## src/rtl/output_queue_bank_pkg.sv

```systemverilog
// Shared constants for the output queue bank: port count and per-queue defaults,
// plus the occupancy-width helper used wherever a queue count is carried.
package output_queue_bank_pkg;

  localparam int PORT_NUB_TOTAL = 4;
  localparam int OQ_DATA_WIDTH  = 32;
  localparam int OQ_DEPTH       = 16;
  localparam int OQ_FULL_MARGIN = 3;

  // Occupancy must hold 0..DEPTH inclusive, hence DEPTH+1 states.
  function automatic int oq_cnt_w(input int depth);
    return $clog2(depth + 1);
  endfunction

endpackage

```

## src/rtl/output_queue_bank_oq_fifo.sv

```systemverilog
// Single-port first-word-fall-through FIFO with occupancy, almost-full and sticky
// overflow. One instance sits behind each crossbar output port.
module oq_fifo
  import output_queue_bank_pkg::*;
#(
  parameter int DATA_WIDTH  = OQ_DATA_WIDTH,
  parameter int DEPTH       = OQ_DEPTH,
  parameter int FULL_MARGIN = OQ_FULL_MARGIN,
  localparam int CNT_W      = oq_cnt_w(DEPTH)
) (
  input  logic                  clk,
  input  logic                  rst,
  input  logic                  wr_in,
  input  logic [DATA_WIDTH-1:0] data_in,
  output logic                  full_out,
  output logic                  out_valid,
  output logic [DATA_WIDTH-1:0] out_data,
  input  logic                  out_ready,
  output logic [CNT_W-1:0]      count_out,
  output logic                  ovf_out,
  input  logic                  ovf_clr
);

  localparam int PTR_W = $clog2(DEPTH);
  localparam logic [CNT_W-1:0] DEPTH_C = CNT_W'(DEPTH);
  localparam logic [CNT_W-1:0] AFULL_C = CNT_W'(DEPTH - FULL_MARGIN);

  logic [DATA_WIDTH-1:0] mem_q [DEPTH];
  logic [PTR_W-1:0]      wr_ptr_q, wr_ptr_d;
  logic [PTR_W-1:0]      rd_ptr_q, rd_ptr_d;
  logic [CNT_W-1:0]      count_q, count_d;
  logic                  full_q, full_d;
  logic                  ovf_q, ovf_d;
  logic                  push, pop;

  // Handshake decode and next-state for pointers, occupancy, almost-full and overflow.
  always_comb begin
    pop      = (count_q != '0) & out_ready;
    // A full queue still accepts a word when the head leaves in the same cycle.
    push     = wr_in & ((count_q < DEPTH_C) | pop);
    wr_ptr_d = wr_ptr_q;
    rd_ptr_d = rd_ptr_q;
    count_d  = count_q;
    if (push) wr_ptr_d = wr_ptr_q + PTR_W'(1);
    if (pop)  rd_ptr_d = rd_ptr_q + PTR_W'(1);
    case ({push, pop})
      2'b10:   count_d = count_q + CNT_W'(1);
      2'b01:   count_d = count_q - CNT_W'(1);
      default: count_d = count_q;
    endcase
    // Almost-full is registered so the controller sees a clean flop output
    // that always equals the decode of the registered count.
    full_d = (count_d >= AFULL_C);
    ovf_d  = ovf_q;
    if (ovf_clr) ovf_d = 1'b0;
    // A new drop overrides a same-cycle clear.
    if (wr_in & ~push) ovf_d = 1'b1;
  end

  // Control state; reset discards all queued words by emptying the pointers/count.
  always_ff @(posedge clk or posedge rst) begin
    if (rst) begin
      wr_ptr_q <= '0;
      rd_ptr_q <= '0;
      count_q  <= '0;
      full_q   <= 1'b0;
      ovf_q    <= 1'b0;
    end else begin
      wr_ptr_q <= wr_ptr_d;
      rd_ptr_q <= rd_ptr_d;
      count_q  <= count_d;
      full_q   <= full_d;
      ovf_q    <= ovf_d;
    end
  end

  // Storage array, written only on an accepted push; contents need no reset.
  always_ff @(posedge clk) begin
    if (push) mem_q[wr_ptr_q] <= data_in;
  end

  assign out_data  = mem_q[rd_ptr_q];
  assign out_valid = (count_q != '0);
  assign count_out = count_q;
  assign full_out  = full_q;
  assign ovf_out   = ovf_q;

endmodule

```

## src/rtl/output_queue_bank.sv

```systemverilog
// Bank of independent per-destination output queues fed by the crossbar mux
// controller. Only instantiation and bus slicing live here.
module output_queue_bank
  import output_queue_bank_pkg::*;
#(
  parameter int PORT_NUB    = PORT_NUB_TOTAL,
  parameter int DATA_WIDTH  = OQ_DATA_WIDTH,
  parameter int DEPTH       = OQ_DEPTH,
  parameter int FULL_MARGIN = OQ_FULL_MARGIN,
  localparam int CNT_W      = oq_cnt_w(DEPTH)
) (
  input  logic                           clk,
  input  logic                           rst,
  input  logic [PORT_NUB-1:0]            wr_in,
  input  logic [PORT_NUB*DATA_WIDTH-1:0] data_in,
  output logic [PORT_NUB-1:0]            full_out,
  output logic [PORT_NUB-1:0]            out_valid,
  output logic [PORT_NUB*DATA_WIDTH-1:0] out_data,
  input  logic [PORT_NUB-1:0]            out_ready,
  output logic [PORT_NUB*CNT_W-1:0]      count_out,
  output logic [PORT_NUB-1:0]            ovf_out,
  input  logic [PORT_NUB-1:0]            ovf_clr
);

  for (genvar i = 0; i < PORT_NUB; i++) begin : g_port
    oq_fifo #(
      .DATA_WIDTH  (DATA_WIDTH),
      .DEPTH       (DEPTH),
      .FULL_MARGIN (FULL_MARGIN)
    ) u_fifo (
      .clk       (clk),
      .rst       (rst),
      .wr_in     (wr_in[i]),
      .data_in   (data_in[i*DATA_WIDTH +: DATA_WIDTH]),
      .full_out  (full_out[i]),
      .out_valid (out_valid[i]),
      .out_data  (out_data[i*DATA_WIDTH +: DATA_WIDTH]),
      .out_ready (out_ready[i]),
      .count_out (count_out[i*CNT_W +: CNT_W]),
      .ovf_out   (ovf_out[i]),
      .ovf_clr   (ovf_clr[i])
    );
  end

endmodule

```

## config.mk

```make
export PLATFORM = sky130hd
export DESIGN_NAME = output_queue_bank
export DESIGN_NICKNAME = d
export VERILOG_FILES = /design/src/rtl/output_queue_bank_pkg.sv /design/src/rtl/output_queue_bank_oq_fifo.sv /design/src/rtl/output_queue_bank.sv
export SDC_FILE = /design/constraint.sdc
export NUM_CORES = 2
export LEC_CHECK = 0
export BUFFER_PORTS_ARGS = -buffer_cell sky130_fd_sc_hd__buf_4
export CAP_MARGIN = 40
export CORE_AREA = 8 8 376 378
export CTS_CLUSTER_SIZE = 8
export DETAILED_ROUTE_END_ITERATION = 10
export DIE_AREA = 0 0 384 386
export GPL_TIMING_DRIVEN = 0
export PLACE_DENSITY = 0.77
export SLEW_MARGIN = 30
export SYNTH_ARGS = -nofsm -noshare
export SYNTH_HDL_FRONTEND = slang
export SYNTH_SLANG_ARGS = --single-unit
```

## constraint.sdc

```tcl
create_clock -name clk -period 6.3 [get_ports clk]
set_input_delay 0.315 -clock clk [delete_from_list [all_inputs] [get_ports clk]]
set_output_delay 0.315 -clock clk [all_outputs]
set_load 0.01 [all_outputs]
```

==> flow_summary_export.csv <==
group,metric,value,unit
cts,clk_latency,0.90,ns
cts,h-tree-depth,5,
synth,synth.net_count,3438,
global_routing,grt.total_usage,28.24,%
power_and_ir_drop,switching_power,0.01379,W
min_path,holdCritStartpoint,"wr_in[1]",
synth,synthTopCellsByCount,"2048 x edfxtp_1, 640 x mux4_2, 79 x clkbuf_1",
synth,ys_seq_area_share,78.16,%
synth,synth_flop_cell,"edfxtp_1",
timing,rsz0062_at_grt,"no",
routing,drt-total-wl,209.0,mm
worst_setup_path,r2r-end,"g_port[1].u_fifo.mem_q[0][20]$_DFFE_PP_",
synth,synth.avg_cell_area,24.75,um^2
floorplanning,die-area,148200,um^2
synth,ys.warnings.count,0,
global_routing,grt_pass1_vias,43190,
power_and_ir_drop,swShare,29.54,%
synth,synth_top_area_share,76.30,%
global_routing,antenna_found_initial,14,
worst_setup_path,cp.required,5.98,ns
power_and_ir_drop,clkPwrFrac,31.2,%
routing,drtIter0Drc,4761,
cts,cts.clk_slew.worst_paths,0.05,ns
timing,setup_tns,0,ns
synth,ys_types,39,
global_routing,grt_pass1_wl,299.7,mm
worst_setup_path,end_kind,"output pin",
synth,synth.area.top_cells,"edfxtp_1 76%, mux4_2 18%, dfrtp_1 1.9%, buf_6 0.61%, ha_1 0.56%",
timing,hold_viol,0,
finish,area_growth,22.15,%
floorplanning,die_w,384,um
routing,drc,0,
min_path,worstHoldPathCells,4,
timing,timing.fmax,244.3,MHz
worst_setup_path,slowest_delay,0.70,ns
floorplanning,rows,135,
place,dp.cells,5533,
synth,synth_seq_cells,2108,
worst_setup_path,crit_type,"reg -> out",
finish,fillers,6996,
worst_setup_path,cp_top_family,"buffers and inverters",
power_and_ir_drop,power_density,474.2,nW/um^2
timing,fin_crit_sh,64.97,%
worst_setup_path,crit_arrival,3.78,ns
min_path,min_to,"g_port[1].u_fifo.wr_ptr_q[0]$_DFFE_PP0P_",
cts,postCtsSetupBuffers,0,
run,cap_viol_max_count,0,
timing,skew,0.06087,ns
worst_setup_path,r2r_slack,2.86,ns
global_routing,grt_max_degree,42,
cts,clk_path_buf_depth,4,
synth,syn_area,80600,um^2
worst_setup_path,crit_buf_inv,3,
worst_setup_path,reg2regPathDepth,10,
finish,finalNonFillerCells,6099,
routing,viasPerCell,6.630,
place,place_hpwl,118.8,mm
timing,worst-slew-pin-transition,0.9423,ns
finish,drive_gt1_share,37.92,%
worst_setup_path,cp-start-kind,"flop",
routing,drt_first_pass_iters,7,
timing,drv_slew,0,
synth,synth.most_common_cell,"edfxtp_1",
finish,nNetsFinal,4408,
cts,cts_tree,"done",
place,io_buffers,301,
global_routing,grt_overflow_total,0,
place,gp_congestion,0.7571,
routing,vias,40440,
worst_setup_path,crit_path_cell_trace,"clkbuf_1 -> buf_1 -> mux4_2 -> mux4_2 -> buf_4",
finish,multi_input_area,16790,um^2
cts,cts_buffers,313,
cts,root_buffer,"clkbuf_16",
timing,finalSetupViolCount,0,
timing,slew_headroom,37.18,%
timing,fin_crit,4.093,ns
cts,cts_num_sinks,2108,
power_and_ir_drop,seq_power_share,37.0,%
power_and_ir_drop,ir_drop,0.3787,mV
power_and_ir_drop,p_comb_share,31.8,%
worst_setup_path,slowest_stage,"buf_1",
routing,ant_nets,0,
routing,wl_per_cell,34.27,um
power_and_ir_drop,finalPower,0.04668,W
synth,async_reset_ff_share,2.846,%
power_and_ir_drop,p_int,0.03289,W
worst_setup_path,r2r-start,"g_port[1].u_fifo.count_out[4]$_DFF_PP0_",
synth,synth_area_leader_cell,"edfxtp_1",
worst_setup_path,path_common_cell,"mux4_2",
floorplanning,die_h,386,um
run_status,status,"completed",
worst_setup_path,cp_max_fo,10,
floorplanning,coreArea,135000,um^2
floorplanning,ios,302,
synth,synth_edf_count,2048,
floorplanning,initial_core_util,59.72,%
finish,seq_area,63000,um^2
power_and_ir_drop,p_leak,32.52,nW
synth,syn_inst,3256,
min_path,hp-class,"in -> reg",
[cells in the final DEF (no fill, tap or decap), types with 11 or more instances in the layout]
cell type      instances
nor2_4                40
buf_6                 75
xnor2_1               27
buf_1                 19
mux4_2               640
clkbuf_1             151
nor3_2                12
edfxtp_1            2048
buf_2                 53
buf_16                75
ha_1                  36
nand2b_1              14
xor2_1                12
dfrtp_1               60
buf_4                384
o21ai_0               17
diode_2               11
dlygate4sd3_1        138
nand2_1               41
inv_1                 35
clkbuf_16            319
[cell type report]
type | instances | share of cell area [%]
antenna | 11 | 0.02796
buffer | 180 | 1.102
clock buffer | 392 | 8.387
clock inverter | 4 | 0.04702
inverter | 37 | 0.1462
multi-input combinational | 931 | 17.06
sequential | 2108 | 63.99
tap | 1781 | 2.263
timing repair buffer | 655 | 6.977
[state kept, by name, summed over array words and instances, names as in the netlist]
register,count
g_port.u_fifo.count_out,20
g_port.u_fifo.full_out,4
g_port.u_fifo.mem_q,2048
g_port.u_fifo.ovf_out,4
g_port.u_fifo.rd_ptr_q,16
g_port.u_fifo.wr_ptr_q,16
[power groups by stage]
stage | sequential, W | clock [W] | combinational [W]
final | 0.0173 | 0.0146 | 0.0148
after global routing | 0.0173 | 0.0152 | 0.0155
after CTS | 0.0173 | 0.0147 | 0.0148
after detailed placement | 0.0174 | 0 | 0.0143
after global placement | 0.0175 | 0 | 0.0133
after floorplan | 0.0174 | 0 | 0.00856
[through the flow]
step	instance area, um^2	utilization [%]	hold WS [ns]	worst slack, ns
2_1_floorplan	80600	-	0.4139	1.734
3_3_place_gp	85090	63.05	0.5162	-2.059
3_5_place_dp	88490	65.57	0.2727	3.006
4_1_cts	98180	72.75	0.06084	2.137
5_1_grt	98440	72.94	0.1267	2.076
6_report	98450	72.95	0.1242	2.207
[logic make-up (layout without fill, tap and decap cells)]
logic type / after synthesis / count (layout) / synth area share [%]
XOR/XNOR: 39 / 39 / 0.4238
multiplexers: 644 / 644 / 17.94
AO/OA/AOI/OAI: 47 / 47 / 0.3664
AND/OR/NAND/NOR: 161 / 161 / 0.9454
adder cells (fa/ha/maj): 40 / 40 / 0.6582
flip-flops: 2108 / 2108 / 78.16
other: 0 / 11 / 0
buffers and inverters: 217 / 1268 / 1.504
[routing by layer]
metal | vias to the layer above | wire length (um) | GRT usage (%)
met5 | - | 57 | 0
met2 | 2660 | 108000 | 48.34
met1 | 21500 | 74270 | 35.76
met3 | 438 | 20170 | 6.957
li1 | 15840 | - | -
met4 | 10 | 6465 | 9.573
[worst max path at each step]
| stage | cells past startpoint | slack, ns | start | end |
|---|---|---|---|---|
| CTS | 5 | 2.14 | g_port[2].u_fifo.rd_ptr_q[1]$_DFFE_PP0P_ | out_data[93] |
| finish | 5 | 2.21 | g_port[2].u_fifo.rd_ptr_q[1]$_DFFE_PP0P_ | out_data[93] |
| floorplan | 5 | 1.73 | g_port[1].u_fifo.count_out[4]$_DFF_PP0_ | g_port[1].u_fifo.mem_q[3][0]$_DFFE_PP_ |
| global route | 5 | 2.08 | g_port[2].u_fifo.rd_ptr_q[1]$_DFFE_PP0P_ | out_data[93] |
| global placement | 5 | -2.06 | g_port[1].u_fifo.count_out[4]$_DFF_PP0_ | g_port[1].u_fifo.mem_q[0][20]$_DFFE_PP_ |
| detailed placement | 10 | 3.01 | g_port[1].u_fifo.count_out[4]$_DFF_PP0_ | g_port[1].u_fifo.mem_q[0][20]$_DFFE_PP_ |
[worst min-delay path: cells and delay by family]
kind	cells	cell delay, ns
buffers and inverters	2	0.32
xor gates and xnor gates	1	0.17
and+or+nand+nor	1	0.15
[what timing repair did]
| item | CTS | global route |
|---|---|---|
| hold endpoints to repair | 2112 | 0 |
| gates resized for setup | 0 | 0 |
| hold buffers | 138 | 0 |
Note: power is estimated with default switching activity, not from simulation.
